--- config.mk ---
export PLATFORM = sky130hd
export DESIGN_NAME = hazard_ctrl
export DESIGN_NICKNAME = d
export VERILOG_FILES = /design/src/rtl/hazard_ctrl.sv
export SDC_FILE = /design/constraint.sdc
export NUM_CORES = 1
export LEC_CHECK = 0
export BUFFER_PORTS_ARGS = -buffer_cell sky130_fd_sc_hd__clkbuf_2
export CAP_MARGIN = 20
export CORE_MARGIN = 2
export CORE_UTILIZATION = 50
export DETAILED_ROUTE_END_ITERATION = 6
export GPL_ROUTABILITY_DRIVEN = 0
export GPL_TIMING_DRIVEN = 1
export HOLD_SLACK_MARGIN = 0.03
export PLACE_DENSITY = 0.85
export SLEW_MARGIN = 20
export SYNTH_ARGS = -nofsm -noshare
export SYNTH_HDL_FRONTEND = slang
export SYNTH_SLANG_ARGS = --single-unit
--- constraint.sdc ---
create_clock -name clk -period 5.05 [get_ports clk]
set_clock_uncertainty 0.05 [all_clocks]
set_input_delay 1.01 -clock clk [delete_from_list [all_inputs] [get_ports clk]]
set_output_delay 1.01 -clock clk [all_outputs]
set_load 0.01 [all_outputs]
--- src/rtl/hazard_ctrl.sv ---
// -----------------------------------------------------------------------------
// hazard_ctrl
// Pipeline hazard and sequencing controller. Generates the stall/flush controls
// for the PC, IF/ID and ID/EX registers from the decode-stage operands, the
// ID/EX register outputs and the data-memory handshake. Handles load-use
// bubbles, EX-stage redirects and multi-cycle memory waits with a timeout.
// Keeps saturating stall/flush performance counters.
//
// Ports:
//   clk, rst                 clock (rising edge), asynchronous active-high reset
//   id_rs1/id_rs2            decode-stage source register indices
//   id_uses_rs1/id_uses_rs2  decode instruction actually reads rs1/rs2
//   ex_rd, ex_reg_write      ID/EX destination register and write enable
//   ex_result_src            ID/EX result select (2'b01 = load)
//   ex_redirect              control-flow redirect resolved in EX
//   mem_req, dmem_ready      data-memory access and completion handshake
//   stall_pc, stall_if_id, flush_if_id, stall_id_ex, flush_id_ex
//                            combinational pipeline controls
//   mem_timeout              sticky memory-timeout error
//   stall_cnt, flush_cnt     saturating stall-cycle / redirect-flush counters
// -----------------------------------------------------------------------------
module hazard_ctrl #(
  parameter int CNT_W       = 32,
  parameter int MEM_TIMEOUT = 16
) (
  input  logic             clk,
  input  logic             rst,
  input  logic [4:0]       id_rs1,
  input  logic [4:0]       id_rs2,
  input  logic             id_uses_rs1,
  input  logic             id_uses_rs2,
  input  logic [4:0]       ex_rd,
  input  logic             ex_reg_write,
  input  logic [1:0]       ex_result_src,
  input  logic             ex_redirect,
  input  logic             mem_req,
  input  logic             dmem_ready,
  output logic             stall_pc,
  output logic             stall_if_id,
  output logic             flush_if_id,
  output logic             stall_id_ex,
  output logic             flush_id_ex,
  output logic             mem_timeout,
  output logic [CNT_W-1:0] stall_cnt,
  output logic [CNT_W-1:0] flush_cnt
);

  // Timer only needs to reach MEM_TIMEOUT-1.
  localparam int TW = (MEM_TIMEOUT > 2) ? $clog2(MEM_TIMEOUT) : 1;
  localparam logic [TW-1:0] TIMER_LAST = TW'(MEM_TIMEOUT - 1);

  typedef enum logic [1:0] {
    ST_RUN      = 2'd0,
    ST_MEM_WAIT = 2'd1,
    ST_ERROR    = 2'd2
  } state_t;

  state_t          state_reg, state_next;
  logic [TW-1:0]   timer_reg, timer_next;
  logic            mem_timeout_reg, mem_timeout_next;
  logic [CNT_W-1:0] stall_cnt_reg, stall_cnt_next;
  logic [CNT_W-1:0] flush_cnt_reg, flush_cnt_next;

  logic load_use;
  logic s_pc, s_if_id, f_if_id, s_id_ex, f_id_ex;
  logic redirect_evt;

  // A load in EX whose destination is read by the instruction in decode.
  // x0 is never a real dependency.
  assign load_use = (ex_result_src == 2'b01) && ex_reg_write && (ex_rd != 5'd0) &&
                    ((id_uses_rs1 && (id_rs1 == ex_rd)) ||
                     (id_uses_rs2 && (id_rs2 == ex_rd)));

  always_comb begin
    state_next       = state_reg;
    timer_next       = timer_reg;
    mem_timeout_next = mem_timeout_reg;
    s_pc             = 1'b0;
    s_if_id          = 1'b0;
    f_if_id          = 1'b0;
    s_id_ex          = 1'b0;
    f_id_ex          = 1'b0;
    redirect_evt     = 1'b0;

    case (state_reg)
      ST_RUN: begin
        if (ex_redirect) begin
          // Redirect wins: the wrong-path instructions are squashed, so any
          // hazard they would have caused is moot.
          f_if_id      = 1'b1;
          f_id_ex      = 1'b1;
          redirect_evt = 1'b1;
        end else if (mem_req && !dmem_ready) begin
          s_pc       = 1'b1;
          s_if_id    = 1'b1;
          s_id_ex    = 1'b1;
          state_next = ST_MEM_WAIT;
          timer_next = TW'(1);
        end else if (load_use) begin
          // Hold decode, bubble into EX; the bubble has rd=0 so LU drops next cycle.
          s_pc    = 1'b1;
          s_if_id = 1'b1;
          f_id_ex = 1'b1;
        end
      end

      ST_MEM_WAIT: begin
        if (dmem_ready) begin
          state_next = ST_RUN;
          timer_next = '0;
        end else begin
          s_pc    = 1'b1;
          s_if_id = 1'b1;
          s_id_ex = 1'b1;
          if (timer_reg == TIMER_LAST) begin
            state_next       = ST_ERROR;
            mem_timeout_next = 1'b1;
          end else begin
            timer_next = timer_reg + TW'(1);
          end
        end
      end

      ST_ERROR: begin
        s_pc    = 1'b1;
        s_if_id = 1'b1;
        s_id_ex = 1'b1;
      end

      default: begin
        state_next = ST_RUN;
        timer_next = '0;
      end
    endcase
  end

  // Controls are forced low for the whole time reset is held.
  assign stall_pc    = s_pc    & ~rst;
  assign stall_if_id = s_if_id & ~rst;
  assign flush_if_id = f_if_id & ~rst;
  assign stall_id_ex = s_id_ex & ~rst;
  assign flush_id_ex = f_id_ex & ~rst;

  // Counters hold at all-ones instead of wrapping.
  always_comb begin
    stall_cnt_next = stall_cnt_reg;
    flush_cnt_next = flush_cnt_reg;
    if (s_pc && (stall_cnt_reg != {CNT_W{1'b1}}))
      stall_cnt_next = stall_cnt_reg + CNT_W'(1);
    if (redirect_evt && (flush_cnt_reg != {CNT_W{1'b1}}))
      flush_cnt_next = flush_cnt_reg + CNT_W'(1);
  end

  always_ff @(posedge clk or posedge rst) begin
    if (rst) begin
      state_reg       <= ST_RUN;
      timer_reg       <= '0;
      mem_timeout_reg <= 1'b0;
      stall_cnt_reg   <= '0;
      flush_cnt_reg   <= '0;
    end else begin
      state_reg       <= state_next;
      timer_reg       <= timer_next;
      mem_timeout_reg <= mem_timeout_next;
      stall_cnt_reg   <= stall_cnt_next;
      flush_cnt_reg   <= flush_cnt_next;
    end
  end

  assign mem_timeout = mem_timeout_reg;
  assign stall_cnt   = stall_cnt_reg;
  assign flush_cnt   = flush_cnt_reg;

endmodule

# [Word level (Yosys, flattened, before mapping)]
# Index checks and enable logic that the tools add are counted.
[word_totals] ff_bits=71 latchBits=0 mem_bits_rw=0 rom_bits=0 out_inout_bits=70 memories=0
[op_classes] n_addsub=3 multipliers=0 div=0 magnitude_cmp=0 eq_ne=12 shifts=0 n_mux=23 bitwise_logic=7 n_reduce_logical=15
[ops] cell="$add 32x1->32 const B" count=2
[ops] cell="$ne 32x32->1 const B" count=2
[ops] cell="$mux 4" count=4
[ops] cell="$pmux 4 s3" count=1
[ops] cell="$mux 1" count=11
[ops] cell="$eq 5x5->1" count=2
[ops] cell="$logic_and 1x1->1" count=8
[ops] cell="$mux 2" count=4
[ops] cell="$reduce_and 4->1" count=2
[ops] cell="$ne 3x3->1 const B" count=2
[ops] cell="$pmux 1 s3" count=2
[ops] cell="$pmux 2 s3" count=1
[ops] cell="$reduce_bool 5->1" count=1
[ops] cell="$add 4x1->4 const B" count=1
[ops] cell="$and 1x1->1" count=4
[ops] cell="$eq 2x1->1 const B" count=2
[ops] cell="$eq 4x4->1 const B" count=1
[ops] cell="$ne 2x2->1 const B" count=2
[ops] cell="$not 1->1" count=3
[ops] cell="$reduce_and 3->1" count=1
[ops] cell="$eq 2x2->1 const B" count=1
[ops] cell="$logic_not 2->1" count=1
[ops] cell="$logic_not 1->1" count=1
[ops] cell="$logic_or 1x1->1" count=1

# [Depth between registers and ports, before layout]
# Gate-level depths: netlist (run 1).
[logic_depth] word_depth=9 depth_mapped=9 ltp_nobuf=7

# [Least setup slack after synthesis (run 1)]
# No wires, ideal clock.
[synth_path] path_type="in2out" start="input port rst" end="output port stall_pc" t_arrival_ps=3119 t_required_ps=3990 setup_slack_ps=871 path_stages=4 path_buffers=1 path_cell_list="inv_1 -> nand2_1 -> nor2_1 -> buf_4"
[synth_between] elab_chain_len=2
[synth_rtl] item="from (decl)" line_no="27" text="input logic rst,"
[synth_rtl] item="$not 1->1"
[synth_rtl] item="$and 1x1->1"
[synth_rtl] item="to (decl)" line_no="38" text="output logic stall_pc,"
# No other way between the ends.

# [Worst setup path in the final report (run 1)]
[layout_path] start="input port ex_rd[1]" end="output port stall_if_id"
[layout_between] elab_chain_len=9 elab_cells_between_ends=13 cone_classes="2 x eq/ne; 4 x mux; 1 x bitwise; 6 x reduce/logical"
[layout_rtl] item="from (decl)" line_no="32" text="input logic [4:0] ex_rd,"
[layout_rtl] item="$eq 5x5->1 (on tied branches)" line_no="71, 72"
[layout_rtl] item="$logic_and 1x1->1 (on tied branches)" line_no="71, 72"
[layout_rtl] item="$logic_or 1x1->1" line_no="71" text="((id_uses_rs1 && (id_rs1 == ex_rd)) ||"
[layout_rtl] item="$logic_and 1x1->1 (*)" line_no="70" text="assign load_use = (ex_result_src == 2'b01) && ex_reg_write && (ex_rd != 5'd0) &&"
[layout_rtl] item="$mux 1 (*)" line_no="99" text="end else if (load_use) begin"
[layout_rtl] item="$mux 1 (*)" line_no="93" text="end else if (mem_req && !dmem_ready) begin"
[layout_rtl] item="$mux 1 (*)" line_no="87" text="if (ex_redirect) begin"
[layout_rtl] item="$pmux 1 s3 (*)" line_no="85" text="case (state_reg)"
[layout_rtl] item="$and 1x1->1 (*)" line_no="139" text="assign stall_if_id = s_if_id & ~rst;"
[layout_rtl] item="to (decl)" line_no="39" text="output logic stall_if_id,"
# Mark *: on every way between the ends. The rest lies on a longest branch, timed or not.

==> impl_results.md, run 1 <==
* Run status: complete, no violations
* Layout area overhead at 20.92%
* Overflow after GRT at 0
* Met3 usage at 5.817%
* Crit path max fanout at 4
* WS Path Type: in -> out
* Ant. Diodes at 0
* Post-synthesis sequential area ratio at 48.70%
* Crit path time final at approximately 3.4 ns
* Leakage at 2.092 nW
* Vias in the first global route at 2716
* DP Area at ~4200 um^2
* Crit-path cells: clkbuf_2 -> or4_4 -> o211ai_2 -> nor2_2 -> a21boi_4 -> nor2_1 -> clkbuf_2
* Vias/cell at 5.212
* Yosys warns at 0
* Syn_area_per_cell at 10.64 um^2
* Initial antenna violation count at 0
* Final #Nets at 471
* Pin slew with the least headroom to its limit at 1.026 ns
* Busiest layer in global routing: met2
* CTS resizes at 0
* Clk_lat worst skew at around 0.35 ns
* Max Cap Viol at 0
* Peak supply drop at 322.7 uV
* Setup bufs post-CTS at 0
* Post-Synthesis Cells at 343
* DP Wirelength at 5715 um
* Multi-input gate area at approximately 1800 um^2
* Die width at 89.42 um
* Worst Setup Start Kind: primary input
* Total core area at between 7000 and 8000 um^2
* WP data arrival at around 2.4 ns
* Largest net degree at the start of global routing at 72
* Seq cells post-synth at 71
* Port buffer count at 94
* Setup TNS at 0 ns
* Commonest cells after routing, fill and taps aside: 94 x clkbuf_2, 71 x dfrtp_1, 60 x xnor2_1, 48 x nand2_1, 29 x nand4_1
* Largest cells by area after synthesis: dfrtp_1 49%, xnor2_1 14%, nand4_1 5.0%
* Mapped Nets at 371
* Total wire length at 7699 um
* Routed length per instance at 14.10 um
* CTS tree: done
* Worst Setup End Kind: primary output
* Ports at 95
* Share of cells above drive strength 1 at a little under a third
* Row cnt at 31
* FILL cells at between 600 and 700
* Distinct cells, synth at 47
* Rel. slew slack at 31.34%
* Fmax at 0.2913 GHz
* Die Area at 7996 um^2
* First-pass iteration count of the detailed router at 4
* Final Hold Vio Count at 0
* Cell area after synthesis at around 3600 um^2
* Vias at 2846
* CTS buffer count at 9
* CP max stage cell: or4_4
* Area share of the largest cell type after synthesis at 48.70%
* RSZ-0062 raised after global routing: false
* Sequential cell area at 1777 um^2
* Clock Path Buffers at 2
* Total power at 0.001516 W
* Met1 GRT Util at 26.34%
* Die Height at a little under 90 um
* Crit path required time at 3.99 ns
* Crit path max-delay family: simple AND/OR/NAND/NOR gates
* DRT iter0 DRCs at 96
* Fin crit share at 67.98%
* Final Setup Violations at 0
* Root Driver: clkbuf_8
* Min-delay worst type: reg -> reg
* CTS clk-pin slew, worst paths at 0.07 ns
* Fin. max-slew vios at 0
* First-pass GRT wire length at 12470 um
* Met2 Resource Use GR at 33.20%
* CTS H-tree lvls at 3
* Most common cell after layout, fill and taps aside: clkbuf_2
* Post-CTS Hold Buffers at 0
* PwrDens at 343.7 nW/um^2
* Total clock sinks at roughly 70
* Initial core utilization at roughly 50%
* Delay of the slowest critical-path stage at 0.53 ns
* DRT antenna net count at 0
* CP most frequent cell: clkbuf_2
* DR DRC count at 0
* CP bufs+invs at 2
* Yosys top cell by area: dfrtp_1
* GRT Total Usage at about a fifth
* Post-route cell area at 4412 um^2
## cell families after synthesis
kind of cell    after synthesis  synth area share, %
fa+ha+maj                     3                1.029
buf+inv                      11                2.092
xor+xnor                     72                17.49
simple gates                166                26.41
flops                        71                48.70
mux                           1               0.3086
compound gates               19                3.978
## routing by layer
| metal | vias up | share of wire [%] | wire length [um] |
|---|---|---|---|
| li1 | 1385 | - | - |
| met1 | 1365 | 44 | 3385 |
| met2 | 85 | 49 | 3740 |
| met3 | 11 | 5.8 | 446 |
| met4 | 0 | 1.6 | 127 |
| met5 | - | 0 | 0 |
## where the power goes
part           internal, W  switching, W
Combinational     0.000141      0.000176
Sequential        0.000622     0.0000768
Clock             0.000290      0.000211
Total              0.00105      0.000464
## worst reg2reg max path: stages (launching register included)
cell and delay (ns):
dfrtp_1 0.48, nor4b_4 0.30, o211ai_2 0.14, nor2_2 0.14, a21boi_4 0.10, a31oi_4 0.68
nand4_1 0.22, xnor2_1 0.25
## cell type report
type	instances	area share (%)
tap	99	2.808
clock buffer	10	3.120
clock inverter	5	1.843
timing repair buffer	95	10.83
inverter	5	0.4254
sequential	71	40.27
multi-input combinational	261	40.70
## per-stage QoR
| stage | setup WS [ns] | std cells | hold WS, ns | utilization (%) |
|---|---|---|---|---|
| after CTS | 1.618 | 546 | 0.4259 | 61.48 |
| final | 1.617 | 546 | 0.4246 | 61.48 |
| after global placement | 1.645 | 531 | 0.4023 | 58.43 |
| after detailed placement | 1.619 | 531 | 0.4049 | 58.43 |
| after floorplan | 0.8711 | 343 | 0.4337 | - |
| after global routing | 1.551 | 546 | 0.4445 | 61.48 |
## worst paths after layout
check | endpoint | cells past startpoint | slack (ns) | start
max | stall_if_id | 7 | 1.62 | ex_rd[1]
min | mem_timeout | 1 | 0.42 | mem_timeout
max reg2reg | stall_cnt[23] | 7 | 2.60 | state_reg[0]
min reg2reg | mem_timeout | 1 | 0.42 | mem_timeout
max in group asynchronous | stall_cnt[8] | 3 | 3.46 | rst
min in group asynchronous | flush_cnt[2] | 3 | 0.89 | rst
## cell usage after synthesis (all sizes together)
library cell,count
a21boi,1
a21o,1
a21oi,8
a311oi,1
a31oi,1
a32o,1
and2,6
and3,13
and3b,1
and4,4
buf,6
dfrtp,71
ha,3
inv,5
mux2,1
nand2,48
nand2b,2
nand3,21
nand4,30
nor2,26
nor2b,2
nor3,7
nor4,2
nor4b,1
o211ai,1
o21ai,4
o22ai,1
or2b,1
or3b,1
or4,1
xnor2,60
xor2,12
(Power assumes the default switching activity.)
==> run 2: changes to the inputs <==
==> constraint.sdc (replaced) <==
create_clock -name clk -period 3.2 [get_ports clk]
set_clock_uncertainty 0.05 [all_clocks]
set_input_delay 0.64 -clock clk [delete_from_list [all_inputs] [get_ports clk]]
set_output_delay 0.64 -clock clk [all_outputs]
set_load 0.01 [all_outputs]
==> impl_results.md, run 2 (synthesized netlist as in run 1, its figures left out) <==
* Routed length per instance at 14.20 um
* Clk_lat worst skew at 0.34 ns
* Die Height at 89.42 um
* GRT Total Usage at 19.75%
* WP data arrival at 2.01 ns
* Worst Setup Start Kind: primary input
* DRT iter0 DRCs at 94
* Rel. slew slack at between 40 and 50%
* Vias/cell at 5.281
* CP max stage cell: or4_4
* Share of cells above drive strength 1 at 30.96%
* Total clock sinks at 71
* Pin slew with the least headroom to its limit at 0.8803 ns
* Fmax at 0.3709 GHz
* Die Area at 7996 um^2
* Die width at between 80 and 90 um
* DRT antenna net count at 0
* Sw Pwr at ~0.00074 W
* Setup bufs post-CTS at 0
* Min-delay worst type: reg -> reg
* DR DRC count at 0
* Commonest cells after routing, fill and taps aside: 94 x clkbuf_2, 71 x dfrtp_1, 60 x xnor2_1, 48 x nand2_1, 29 x nand4_1
* Setup TNS at 0 ns
* Layout area overhead at 22.74%
* PwrDens at 574.5 nW/um^2
* Vias at just under 3000
* Final #Nets at 473
* Initial core utilization at around half
* Crit-path cells: clkbuf_2 -> or4_4 -> o211ai_2 -> nor2_2 -> a21boi_4 -> nor2_1 -> clkbuf_2
* Crit path required time at 2.51 ns
* Multi-input gate area at about 1800 um^2
* Ant. Diodes at 0
* Final Setup Violations at 0
* CP most frequent cell: clkbuf_2
* Run status: complete, no violations
* Leakage at 2.122 nW
* Register share of total power at 42.8%
* Final Hold Vio Count at 0
* Clock group share of total power at 36.8%
* Crit path max fanout at 4
* DP Wirelength at around 5800 um
* Crit path time final at 2.696 ns
* Max Cap Viol at 0
* Internal power at between 0.0015 and 0.002 W
* CP bufs+invs at 2
* Vias in the first global route at 2738
* Overflow after GRT at 0
* CTS clk-pin slew, worst paths at 0.07 ns
* Post-CTS Hold Buffers at 0
* CTS resizes at 0
* Final hold slack at around 0.42 ns
* Peak supply drop at 455.3 uV
* Port buffer count at between 90 and 100
* CTS buffer count at 9
* CTS H-tree lvls at 3
* Comb power frac at 20.4%
* Root Driver: clkbuf_8
* RSZ-0062 raised after global routing: false
* Row cnt at 31
* Ports at between 90 and 100
* FILL cells at 608
* First-pass iteration count of the detailed router at 4
* Sequential cell area at 1777 um^2
* Initial antenna violation count at 0
* Worst Setup End Kind: primary output
* Delay of the slowest critical-path stage at 0.53 ns
* Total core area at 7176 um^2
* Total wire length at 7783 um
* Fin util at 62.41%
* Most common cell after layout, fill and taps aside: clkbuf_2
* Crit path max-delay family: simple AND/OR/NAND/NOR gates
* Fin. max-slew vios at 0
* Largest net degree at the start of global routing at 72
* First-pass GRT wire length at 12230 um
* CTS tree: done
* Total power at 0.002573 W
* Clock Path Buffers at 2
* Sw Ratio at about 29%
* WS Path Type: in -> out
* Fin crit share at 84.26%
==> run 2: cell types whose count changed in the layout (fill, tap and decap cells not counted) <==
cell	delta
clkinv_2	-1
inv_2	-1
bufinv_16	+2
buf_4	+2
==> run 2: power by group through the flow <==
stage	sequential, W	combinational [W]	clock, W
5_1_grt	0.00112	0.000595	0.00101
3_3_place_gp	0.00111	0.000506	0
2_1_floorplan	0.00112	0.000375	0
6_report	0.00110	0.000525	0.000946
4_1_cts	0.00110	0.000537	0.000967
3_5_place_dp	0.00112	0.000527	0
==> run 2: through the flow <==
step                      setup WS [ns]  instances  instance area (um^2)
final                            0.5035        548                  4478
after global routing             0.4017        548                  4478
after CTS                        0.4923        548                  4478
after detailed placement         0.4552        533                  4212
after global placement           0.5340        533                  4212
after floorplan                  0.3709        343                  3652
==> run 2: worst paths after layout <==
path / startpoint / end / slack [ns] / cells past startpoint
max: ex_rd[1] / stall_if_id / 0.50 / 7
min: mem_timeout / mem_timeout / 0.42 / 1
max reg2reg: state_reg[0] / stall_cnt[16] / 0.85 / 8
min reg2reg: mem_timeout / mem_timeout / 0.42 / 1
max in group asynchronous: rst / flush_cnt[12] / 1.94 / 3
min in group asynchronous: rst / flush_cnt[7] / 0.58 / 3
==> run 2: per-layer routing <==
| metal | vias up | routed length (um) | global-route usage (%) |
|---|---|---|---|
| met5 | - | 0 | 0 |
| met4 | 0 | 76 | 5.970 |
| met3 | 8 | 494 | 5.540 |
| met2 | 101 | 3872 | 33.74 |
| met1 | 1396 | 3339 | 24.38 |
| li1 | 1389 | - | - |
==> run 2: area by class of cell <==
class | instances | area share [%]
clock buffer | 10 | 3.073
clock inverter | 5 | 2.878
inverter | 5 | 0.5029
multi-input combinational | 261 | 40.09
sequential | 71 | 39.68
tap | 99 | 2.766
timing repair buffer | 97 | 11.01
==> run 3: changes to the inputs <==
--- a/config.mk
+++ b/config.mk
@@ -5,6 +5,7 @@
 export SDC_FILE = /design/constraint.sdc
 export NUM_CORES = 1
 export LEC_CHECK = 0
+export ABC_AREA = 1
 export BUFFER_PORTS_ARGS = -buffer_cell sky130_fd_sc_hd__clkbuf_2
 export CAP_MARGIN = 20
 export CORE_MARGIN = 2
==> constraint.sdc (replaced) <==
create_clock -name clk -period 2.45 [get_ports clk]
set_clock_uncertainty 0.05 [all_clocks]
set_input_delay 0.49 -clock clk [delete_from_list [all_inputs] [get_ports clk]]
set_output_delay 0.49 -clock clk [all_outputs]
set_load 0.01 [all_outputs]
==> impl_results.md, run 3 <==
* Run status: complete, no violations
* Final setup margin at about 0.11 ns
* Setup TNS at 0 ns
* Post-Synthesis Cells at 722
* Initial antenna violation count at 0
* CTS clk-pin slew, worst paths at 0.09 ns
* WP data arrival at 1.80 ns
* Most common cell after layout, fill and taps aside: nand2_1
* Largest cells by area after synthesis: dfrtp_1 36%, nand2_1 23%, nor2_1 7.1%
* Root Driver: clkbuf_8
* WS Path Type: reg -> out
* Row cnt at 36
* Largest net degree at the start of global routing at 72
* RSZ-0062 raised after global routing: false
* Asr flop ratio synth at 100.0%
* Overflow after GRT at 0
* Vias in the first global route at approximately 4300
* Total wire length at between 10000 and 15000 um
* Pin slew with the least headroom to its limit at ~0.88 ns
* Vias at 4809
* Total core area at about 9600 um^2
* Final Setup Violations at 0
* Crit path max fanout at 5
* Final #Nets at 843
* Worst Setup End Kind: primary output
* Yosys top cell by area: dfrtp_1
* CTS resizes at 0
* Commonest cells after routing, fill and taps aside: 297 x nand2_1, 94 x clkbuf_2, 92 x nor2_1, 71 x dfrtp_1, 61 x inv_1
* First-pass iteration count of the detailed router at 5
* Post-synthesis sequential area ratio at 36.28%
* Min-delay worst type: in -> async
* Fmax at 0.4278 GHz
* Pre-CTS WS at 0.3163 ns
* Layout area overhead at 15.99%
* Worst Setup Start Kind: register
* Fin util at 58.93%
* CTS H-tree lvls at 3
* Post-CTS Hold Buffers at 0
* Cell area after synthesis at 4897 um^2
* Leakage at between 2 and 3 nW
* Ys flop type: dfrtp_1
* Share of cells above drive strength 1 at between 10% and 20%
* Syn_area_per_cell at 6.783 um^2
* Vias/cell at 5.046
* Ant. Diodes at 0
* Die width at 103.0 um
* Seq cells post-synth at a little over 70
* Peak supply drop at 285.4 uV
* Post-synth EDFFs at 0
* First-pass GRT wire length at roughly 20000 um
* CTS tree: done
* Ports at 95
* DRT antenna net count at 0
* Die Height at 103.0 um
* Crit path required time at ~1.9 ns
* Most common cell in the netlist: nand2_1
* Max Cap Viol at 0
* Distinct cells, synth at 32
* FILL cells at 927
* PwrDens at 574.0 nW/um^2
* Setup bufs post-CTS at 0
* CTS buffer count at 9
* Fin crit share at between 90% and 100%
* Initial core utilization at 50.80%
* Routed length per instance at about 12 um
* Port buffer count at 94
* Yosys warns at 0
* DRT iter0 DRCs at 274
* Mapped Nets at 750
* Rel. slew slack at 41.59%
* Clock Path Buffers at 2
* Final Hold Vio Count at 0
* Crit path time final at around 2.3 ns
* Commonest cells post-synth: 297 x nand2_1, 92 x nor2_1, 71 x dfrtp_1
* DP Wirelength at roughly 8800 um
* Fin. max-slew vios at 0
* Die Area at 10600 um^2
* DR DRC count at 0
* Clk_lat worst skew at 0.36 ns
* Total clock sinks at 71
* Area share of the largest cell type after synthesis at 36.28%
* GRT Total Usage at between 20% and 30%
==> run 3: changes by cell type after synthesis, sizes merged, moves of 18 or more <==
cell	change
inv	+60
nand2	+255
nand3	+34
nand4	-18
nor2	+73
xnor2	-46
xor2	+19
==> run 3: area by class of cell <==
class | instances | area, um^2 | area share [%]
Multi-Input combinational cell | 569 | 2738 | 48.19
Sequential cell | 71 | 1777 | 31.28
Timing Repair Buffer | 99 | 508.0 | 8.943
Inverter | 65 | 247.7 | 4.361
Tap cell | 133 | 166.4 | 2.930
Clock buffer | 9 | 123.9 | 2.181
Clock inverter | 7 | 120.1 | 2.115
==> run 3: kinds of logic (layout without fill, tap and decap cells) <==
group / count (synthesis) / after routing / share of synthesized area (%)
and+or+nand+nor: 506 / 506 / 45.45
adders and majority gates: 3 / 3 / 0.7666
buffers and inverters: 82 / 180 / 7.818
xor gates and xnor gates: 45 / 45 / 8.048
DFF: 71 / 71 / 36.28
AOI/OAI and AO/OA: 15 / 15 / 1.635
==> run 3: final timing paths <==
kind | start | slack, ns | to | depth (start not counted)
setup / recovery | state_reg[1] | 0.11 | stall_if_id | 7
hold / removal | rst | 0.42 | flush_cnt[3] | 3
setup reg to reg | stall_cnt[1] | 0.34 | stall_cnt[2] | 9
hold reg to reg | mem_timeout | 0.43 | mem_timeout | 2
max in group asynchronous | rst | 1.35 | timer_reg[3] | 3
min in group clk | ex_redirect | 0.42 | state_reg[0] | 4
==> run 3: per-stage QoR <==
| stage | area (um^2) | total power [W] | instances | hold slack, ns |
|---|---|---|---|---|
| floorplan | 4901 | 0.001893 | 722 | 0.4307 |
| global placement | 5436 | 0.002096 | 937 | 0.4031 |
| detailed placement | 5436 | 0.002118 | 937 | 0.4122 |
| CTS | 5680 | 0.003283 | 953 | 0.4177 |
| global route | 5680 | 0.003454 | 953 | 0.4328 |
| finish | 5680 | 0.003260 | 953 | 0.4169 |
==> run 3: worst max-delay path: stages (launching register included) <==
cell and delay, ns:
dfrtp_1 0.38, inv_1 0.07, nand2_1 0.06, nor2_2 0.18, inv_1 0.09, and3_1 0.22
a21oi_1 0.27, clkbuf_2 0.19
==> run 3: where the power goes <==
part | switching (W) | leakage [nW] | internal, W
combinational | 0.000398 | 1.85 | 0.000237
sequential | 0.000173 | 0.969 | 0.00129
clock | 0.000485 | 0.120 | 0.000680
==> run 3: per-layer routing <==
metal  wire length (um)  vias up  part of all wire [%]  track usage [%]
met5                  0        -                     0                0
met4                306        0                   2.6            8.603
met3                731       29                   6.2            4.203
met2               5380      145                    46            36.91
met1               5345     2199                    45            32.39
li1                   -     2436                     -                -
